<file path="src/rtl/pc_stack_unit.sv">
// pc_stack_unit: program counter with PC-relative branch and call/return.
// Calls push onto a small internal return-address stack. The unit also has
// a global hold and a configurable reset vector.
// Optional feature macro: PC_STK_ERR_EN. When it is defined, cmd_err is a
// sticky flag. It records conflicting commands, stack overflow and stack
// underflow. When it is undefined, cmd_err is tied low and its flop is
// removed. Illegal commands are still ignored in that build.
module pc_stack_unit #(
  parameter int              PC_W    = 16,
  parameter int              OFF_W   = 8,
  parameter int              STK_D   = 4,
  parameter logic [PC_W-1:0] RST_VEC = '0
) (
  input  logic             clk,
  input  logic             reset,
  input  logic             pc_hold,
  input  logic             pc_inc,
  input  logic             pc_ld,
  input  logic             pc_rel,
  input  logic             pc_call,
  input  logic             pc_ret,
  input  logic [PC_W-1:0]  pc_in,
  input  logic [OFF_W-1:0] pc_off,
  output logic [PC_W-1:0]  pc_out,
  output logic             stk_empty,
  output logic             stk_full,
  output logic             cmd_err
);

  // PW indexes a stack entry. CW can also hold the value STK_D.
  localparam int PW = (STK_D > 1) ? $clog2(STK_D) : 1;
  localparam int CW = PW + 1;
  localparam logic [CW-1:0] CNT_FULL = CW'(STK_D);

  // Architectural state
  logic [PC_W-1:0] pc_q, pc_d;
  logic [CW-1:0]   cnt_q, cnt_d;
  logic            empty_q, full_q;
  logic [PC_W-1:0] stk_q [STK_D];

  // Command decode
  logic [4:0]      cmd;
  logic            cmd_none;
  logic            cmd_one;
  logic            push_en;
  logic [PW-1:0]   push_idx;
  logic [PW-1:0]   top_idx;
  logic [CW-1:0]   cnt_m1;
  logic [PC_W-1:0] top_entry;
  logic [PC_W-1:0] pc_plus1;
  logic [PC_W-1:0] off_ext;

  assign cmd      = {pc_inc, pc_ld, pc_rel, pc_call, pc_ret};
  assign cmd_none = (cmd == 5'b00000);
  // A power of two has exactly one bit set.
  assign cmd_one  = !cmd_none && ((cmd & (cmd - 5'd1)) == 5'b00000);

  assign pc_plus1 = pc_q + {{(PC_W-1){1'b0}}, 1'b1};
  // Sign-extend the relative offset to the full PC width.
  // The addition then wraps in both directions.
  assign off_ext  = PC_W'($signed(pc_off));

  // The top-of-stack entry is read combinationally.
  // This lets a ret directly after a call return the value just pushed.
  assign cnt_m1    = cnt_q - CW'(1);
  assign top_idx   = cnt_m1[PW-1:0];
  assign push_idx  = cnt_q[PW-1:0];
  assign top_entry = stk_q[top_idx];

  // Next-state selection for PC, stack depth and push strobe
  always_comb begin
    pc_d    = pc_q;
    cnt_d   = cnt_q;
    push_en = 1'b0;
    if (!pc_hold && cmd_one) begin
      if (pc_inc) begin
        pc_d = pc_plus1;
      end else if (pc_ld) begin
        pc_d = pc_in;
      end else if (pc_rel) begin
        pc_d = pc_q + off_ext;
      end else if (pc_call) begin
        // A call on a full stack is ignored.
        if (!full_q) begin
          push_en = 1'b1;
          pc_d    = pc_in;
          cnt_d   = cnt_q + CW'(1);
        end
      end else begin
        // This is a ret. A ret on an empty stack is ignored.
        if (!empty_q) begin
          pc_d  = top_entry;
          cnt_d = cnt_m1;
        end
      end
    end
  end

  // PC, depth and registered flags.
  // The flags are derived from the next depth, so they change with pc_out.
  always_ff @(posedge clk) begin
    if (!reset) begin
      pc_q    <= RST_VEC;
      cnt_q   <= '0;
      empty_q <= 1'b1;
      full_q  <= 1'b0;
    end else begin
      pc_q    <= pc_d;
      cnt_q   <= cnt_d;
      empty_q <= (cnt_d == '0);
      full_q  <= (cnt_d == CNT_FULL);
    end
  end

  // Return-address storage. It needs no reset because the depth counter
  // decides which entries are valid.
  always_ff @(posedge clk) begin
    if (push_en) begin
      stk_q[push_idx] <= pc_plus1;
    end
  end

`ifdef PC_STK_ERR_EN
  logic err_q;
  logic err_set;

  // Flag conflicting commands, overflow and underflow.
  // A held cycle is never flagged.
  assign err_set = !pc_hold &&
                   ((!cmd_none && !cmd_one) ||
                    (cmd_one && pc_call && full_q) ||
                    (cmd_one && pc_ret && empty_q));

  // Sticky error flag. Only reset clears it.
  always_ff @(posedge clk) begin
    if (!reset) begin
      err_q <= 1'b0;
    end else if (err_set) begin
      err_q <= 1'b1;
    end
  end

  assign cmd_err = err_q;
`else
  assign cmd_err = 1'b0;
`endif

  assign pc_out    = pc_q;
  assign stk_empty = empty_q;
  assign stk_full  = full_q;

endmodule

</file>
<file path="config.mk">
export PLATFORM = sky130hd
export DESIGN_NAME = pc_stack_unit
export DESIGN_NICKNAME = d
export VERILOG_FILES = /design/src/rtl/pc_stack_unit.sv
export SDC_FILE = /design/constraint.sdc
export NUM_CORES = 1
export LEC_CHECK = 0
export ABC_CLOCK_PERIOD_IN_PS = 3200
export CAP_MARGIN = 10
export CORE_UTILIZATION = 40
export CTS_CLUSTER_DIAMETER = 40
export DETAILED_ROUTE_END_ITERATION = 16
export GPL_TIMING_DRIVEN = 0
export PLACE_DENSITY_LB_ADDON = 0.1
export SLEW_MARGIN = 20
export SYNTH_ARGS = -nofsm -noshare
export SYNTH_HDL_FRONTEND = slang
export SYNTH_SLANG_ARGS = --single-unit
</file>
<file path="constraint.sdc">
create_clock -name clk -period 3.2 [get_ports clk]
set_clock_uncertainty 0.1 [all_clocks]
set_input_delay 0.64 -clock clk [delete_from_list [all_inputs] [get_ports clk]]
set_output_delay 0.64 -clock clk [all_outputs]
set_load 0.005 [all_outputs]
</file>
## Yosys cells after proc, flatten, opt, wreduce, memory -nomap -nowiden

Memories as Yosys holds them, arrays and structs flattened.
Index checks and enable logic that the tools add are counted.

| operators by class | value |
|---|---|
| shift-type cells | 0 |
| multiply operators | 0 |
| multiplexer cells | 21 |
| divide/modulo/power cells | 0 |
| magnitude comparators | 0 |
| bitwise operators | 1 |
| reductions and logical operators | 8 |
| $add $sub $neg | 5 |
| equal/unequal tests | 3 |

Operator list:

| operator | number |
|---|---|
| 16-bit two-way mux | 6 |
| 3-bit two-way mux | 7 |
| 16-bit by 1-bit adder with 16-bit output, second input constant | 1 |
| 16-bit adder | 1 |
| 5-bit logical NOT | 2 |
| 5-bit != test, second input constant | 2 |
| 1-bit two-way mux | 8 |
| 5-bit bitwise AND | 1 |
| 5-bit by 1-bit subtractor with 5-bit output, second input constant | 1 |
| 3-bit by 1-bit adder with 3-bit output, second input constant | 1 |
| 3-bit equality test, second input constant | 1 |
| 3-bit logical NOT | 1 |
| 3-bit AND reduction | 1 |
| 3-bit by 1-bit subtractor with 3-bit output, second input constant | 1 |
| 1-bit logical AND | 2 |
| 1-bit logical NOT | 2 |

| word-level totals | value |
|---|---|
| RAM bits | 64 |
| register bits after elaboration | 21 |
| bits in read-only memories | 0 |
| latch bits | 0 |
| output and inout port bits | 19 |
| memories kept | 1 |
| input port bits | 32 |

Memories:

| memory | depth | width | read ports | clocked after Yosys merged registers in | write ports | RTL line | RTL |
|---|---|---|---|---|---|---|---|
| stk_q | 4 | 16 | 1 | 0 | 1 | 39 | `logic [PC_W-1:0] stk_q [STK_D];` |

## Logic depth before layout (Yosys ltp)

| logic depth | value |
|---|---|
| word-level depth | 8 |
| mapped depth | 11 |

## Worst setup path before layout

OpenSTA, ideal clock, no wires.

| timing | value |
|---|---|
| path kind | in2reg |
| start point | input port pc_off[0] |
| end point | register pc_q[14], in the netlist pc_out[14] |
| cell stages on the path | 8 |
| data required time | 2.977 ns |
| path buffers | 0 |
| setup slack | 0.492 ns |
| data arrival time | 2.485 ns |
| path through | ha_1 > fa_1 > a211oi_1 > o21a_1 > nor2_1 > o41ai_1 > a211o_1 > a21oi_2 |

| on the way | value |
|---|---|
| longest elaborated chain between the ends | 4 |

Ends and longest elaborated chain:

| element | RTL line | RTL |
|---|---|---|
| from (decl) | 23 | `input logic [OFF_W-1:0] pc_off,` |
| 16-bit adder | 81 | `pc_d = pc_q + off_ext;` |
| 16-bit two-way mux | 80 | `end else if (pc_rel) begin` |
| 16-bit two-way mux | 78 | `end else if (pc_ld) begin` |
| 16-bit two-way mux | 76 | `if (pc_inc) begin` |
| to (signal assigned) | 108 | `pc_q <= pc_d;` |
| to (decl) | 36 | `logic [PC_W-1:0] pc_q, pc_d;` |

No other way between the ends.
A chain may end at the register's enable or synchronous reset.

## Worst setup path in the final report

| timing | value |
|---|---|
| start point | input port pc_rel |
| end point | register full_q, in the netlist stk_full |

| on the way | value |
|---|---|
| longest elaborated chain between the ends | 7 |
| elaborated cells between the ends (all ways) | 12 |

Ends and longest elaborated chain:

| element | RTL line | RTL |
|---|---|---|
| from (decl) | 19 | `input logic pc_rel,` |
| 5-bit by 1-bit subtractor with 5-bit output | 56 | `assign cmd_one = !cmd_none && ((cmd & (cmd - 5'd1)) == 5'b00000);` |
| 5-bit bitwise AND | 56 |  |
| 5-bit logical NOT | 56 |  |
| 1-bit logical AND | 56 |  |
| 1-bit logical AND | 75 | `if (!pc_hold && cmd_one) begin` |
| 3-bit two-way mux (*) | 75 |  |
| 3-bit equality test (*) | 111 | `full_q <= (cnt_d == CNT_FULL);` |
| to (signal assigned) | 111 |  |
| to (decl) | 38 | `logic empty_q, full_q;` |

Mark *: on every way between the ends. The rest lies on a longest branch, timed or not.

==> flow_summary_export.csv <==
group,metric,value,unit
status,status,"complete, no violations",
global_route,grt_overflow,0,
job,drv_cap,0,
drt,wl_met3,578,um
logic_synthesis,synth_warnings,0,
critical_path,critPathArrivalTime,3.16,ns
power,vdd_drop_max,295,uV
global_route,antenna_found_initial,0,
floorplanning,die_area,13100,um2
drt,postRouteAntennaNets,0,
clock_tree,cts_max_path_buffers,2,
timing,hold_viol,0,
timing,drv_slew,0,
logic_synthesis,ys.flop_type,"edfxtp_1",
drt,drc_errors,0,
final_layout,fillers,1115,
placed_design,gp_congestion,0.887,
logic_synthesis,synthTopCellsByArea,"edfxtp_1 (38%), dfxtp_1 (8.3%), mux4_2 (7.1%)",
timing,holdWs,0.474,ns
final_layout,syn_to_final_growth,19.8,%
timing,rsz0062_at_grt,"false",
drt,wirelength,13500,um
placed_design,placedCellCount,667,
timing,fin_crit_sh,93.7,%
logic_synthesis,avgSynthCellArea,11.2,um2
drt,wl_per_cell,19.8,um
drt,maxUsedRoutingLayer,"met4",
global_route,grt_use_total,21.6,%
power,p_total,2.58,mW
logic_synthesis,syn_area,5050,um2
placed_design,dp_slack,-0.276,ns
clock_tree,clockRootBuffer,"clkbuf_16",
global_route,grt_pass1_vias,3813,
critical_path,end_kind,"register",
placed_design,numPortBuffers,48,
floorplanning,fp.dieW,114,um
clock_tree,clock-sinks,85,
clock_tree,clk_pin_slew,0.07,ns
final_layout,finalNetCount,562,
timing,fin_crit,3.00,ns
final_layout,drive_gt1_share,12.1,%
timing,slew_headroom,38.7,%
logic_synthesis,synth.ff_latch_count,85,
drt,vias,3947,
logic_synthesis,async_flop_share,0,%
logic_synthesis,synthCells,451,
drt,wl_met1,6230,um
floorplanning,io_pins,51,
critical_path,critPathRequiredTime,3.36,ns
global_route,grt_max_degree,18,
logic_synthesis,synth_largest_area_cell,"edfxtp_1",
drt,met2WireLength,6500,um
floorplanning,core-area,12200,um2
global_route,grt_first_pass_wirelength,20900,um
timing,setup_violations,0,
critical_path,path_max_fanout,17,
power,powerDensity,426,nW/um2
drt,dr.pass1.iters,5,
timing,tightest_slew,0.919,ns
power,total_leakage_power,2.10,nW
drt,via_per_inst,5.79,
floorplanning,die_y,114,um
clock_tree,numCtsBuffers,9,
clock_tree,clkLatencyLatePin,0.34,ns
logic_synthesis,yosysTopAreaCellShare,38.1,%
logic_synthesis,synth_edf_count,64,
logic_synthesis,synth_cell_type_count,69,
floorplanning,start_util,41.5,%
clock_tree,cts_tree,"yes",
final_layout,diodes,0,
floorplanning,rows,40,
logic_synthesis,seq_area_frac_synth,46.4,%
timing,fmax,334,MHz
drt,initialDrtViolationCount,290,
placed_design,hpwl,10100,um
final_layout,fin_cells,682,
clock_tree,ctsHtreeMaxLevel,3,
critical_path,path_class,"in -> reg",
timing,setup_slack,0.202,ns
critical_path,cp-start-kind,"primary input",
hold_path,worstHoldPathType,"reg -> reg",
logic_synthesis,synth_nets,504,
what timing repair did:
item / 4_1_cts / 5_1_grt
gates resized for setup: 0 / 3
endpoints found under the setup margin: 3 / 2
setup buffers: 0 / 0
hold buffers: 0 / 0
endpoints found under the hold margin: 0 / 0
worst paths after layout:
check / start / endpoint / slack, ns / depth (start not counted)
setup / recovery: pc_rel / stk_full$_SDFF_PN0_ / 0.20 / 8
hold / removal: cnt_q[2]$_SDFF_PN0_ / stk_empty$_SDFF_PN1_ / 0.47 / 2
setup reg to reg: cnt_q[0]$_SDFF_PN0_ / pc_out[14]$_SDFFE_PN0P_ / 0.27 / 10
hold reg to reg: cnt_q[2]$_SDFF_PN0_ / stk_empty$_SDFF_PN1_ / 0.47 / 2
cells by family (layout without fill, tap and decap cells):
family                   Yosys count  count (layout)  synth area share, %
multiplexers                      21              21                 8.13
AO/OA/AOI/OAI                    137             137                 19.2
adder cells (fa/ha/maj)           21              21                 5.35
buffers and inverters             33              96                 3.07
other                              1               1               0.0743
XOR/XNOR                          25              25                 4.34
flip-flops                        85              85                 46.4
AND/OR/NAND/NOR                  128             128                 13.4
stage by stage:
stage               util [%]  instance area (um2)  setup TNS [ns]
floorplan                  -                 5050               0
global placement        47.2                 5740           -1.06
detailed placement      47.2                 5740           -1.10
CTS                     49.6                 6030               0
global route            49.7                 6050               0
finish                  49.7                 6050               0
layout by cell type (no fill, tap or decap), drive strengths merged, types with 6 or more instances in the layout:
cell type      Yosys  routed
o21a               6       6
mux4              16      16
nor2              26      26
and2              12      12
a21o               7       7
nand4              6       6
a31oi              6       6
inv               12      14
edfxtp            64      64
a221oi             6       6
buf               14      14
o21ai             34      34
and3               6       6
clkdlybuf4s50      0      47
a21oi             29      29
ha                20      20
nand2             32      32
xor2               9       9
a211oi             7       7
nor3               9       9
nand3             14      14
dfxtp             21      21
xnor2             16      16
clkbuf             7      15
registers in the layout, indices dropped and copies added (netlist names):
signal	flops
stk_q	64
pc_out	16
cnt_q	3
stk_empty	1
stk_full	1
routing by layer:
layer | up-vias | track usage (%)
met4 | 0 | 6.84
met2 | 120 | 34.9
met5 | - | 0
li1 | 1878 | -
met3 | 20 | 2.91
met1 | 1929 | 30.0
power breakdown:
group          internal [mW]  switching, mW  total, mW
sequential              1.19         0.0170       1.21
combinational          0.137          0.177      0.314
clock                  0.609          0.446       1.06
cell usage after synthesis (all sizes together), types with 4 or more instances:
| cell | count |
|---|---|
| a31oi | 6 |
| nand3 | 14 |
| xor2 | 9 |
| a211oi | 7 |
| nand2 | 32 |
| o211ai | 4 |
| nor3 | 9 |
| o41ai | 4 |
| a21o | 7 |
| mux4 | 16 |
| edfxtp | 64 |
| nor2 | 26 |
| inv | 12 |
| a21oi | 29 |
| ha | 20 |
| clkbuf | 7 |
| nor3b | 4 |
| and3 | 6 |
| xnor2 | 16 |
| dfxtp | 21 |
| and2 | 12 |
| o21a | 6 |
| nand4 | 6 |
| o21ai | 34 |
| or3 | 5 |
| a221oi | 6 |
| buf | 14 |
| mux2i | 5 |
| a22oi | 4 |
cell type report:
type                       count  area, um2  area share (%)
inverter                      12       45.0           0.745
buffer                        20        106            1.76
tap                          168        210            3.48
clock inverter                 7       73.8            1.22
sequential                    85       2340            38.7
timing repair buffer          48        483            7.99
clock buffer                   9        225            3.72
multi-input combinational    333       2560            42.4
critical path: stages:
cell and delay, ns:
clkdlybuf4s50_1 0.41, buf_2 0.21, nor2b_2 0.33, and3_1 0.28
and2_1 0.75, a41oi_2 0.14, xor2_1 0.22, nor3_2 0.17
Power figures use the tool's default switching activity.
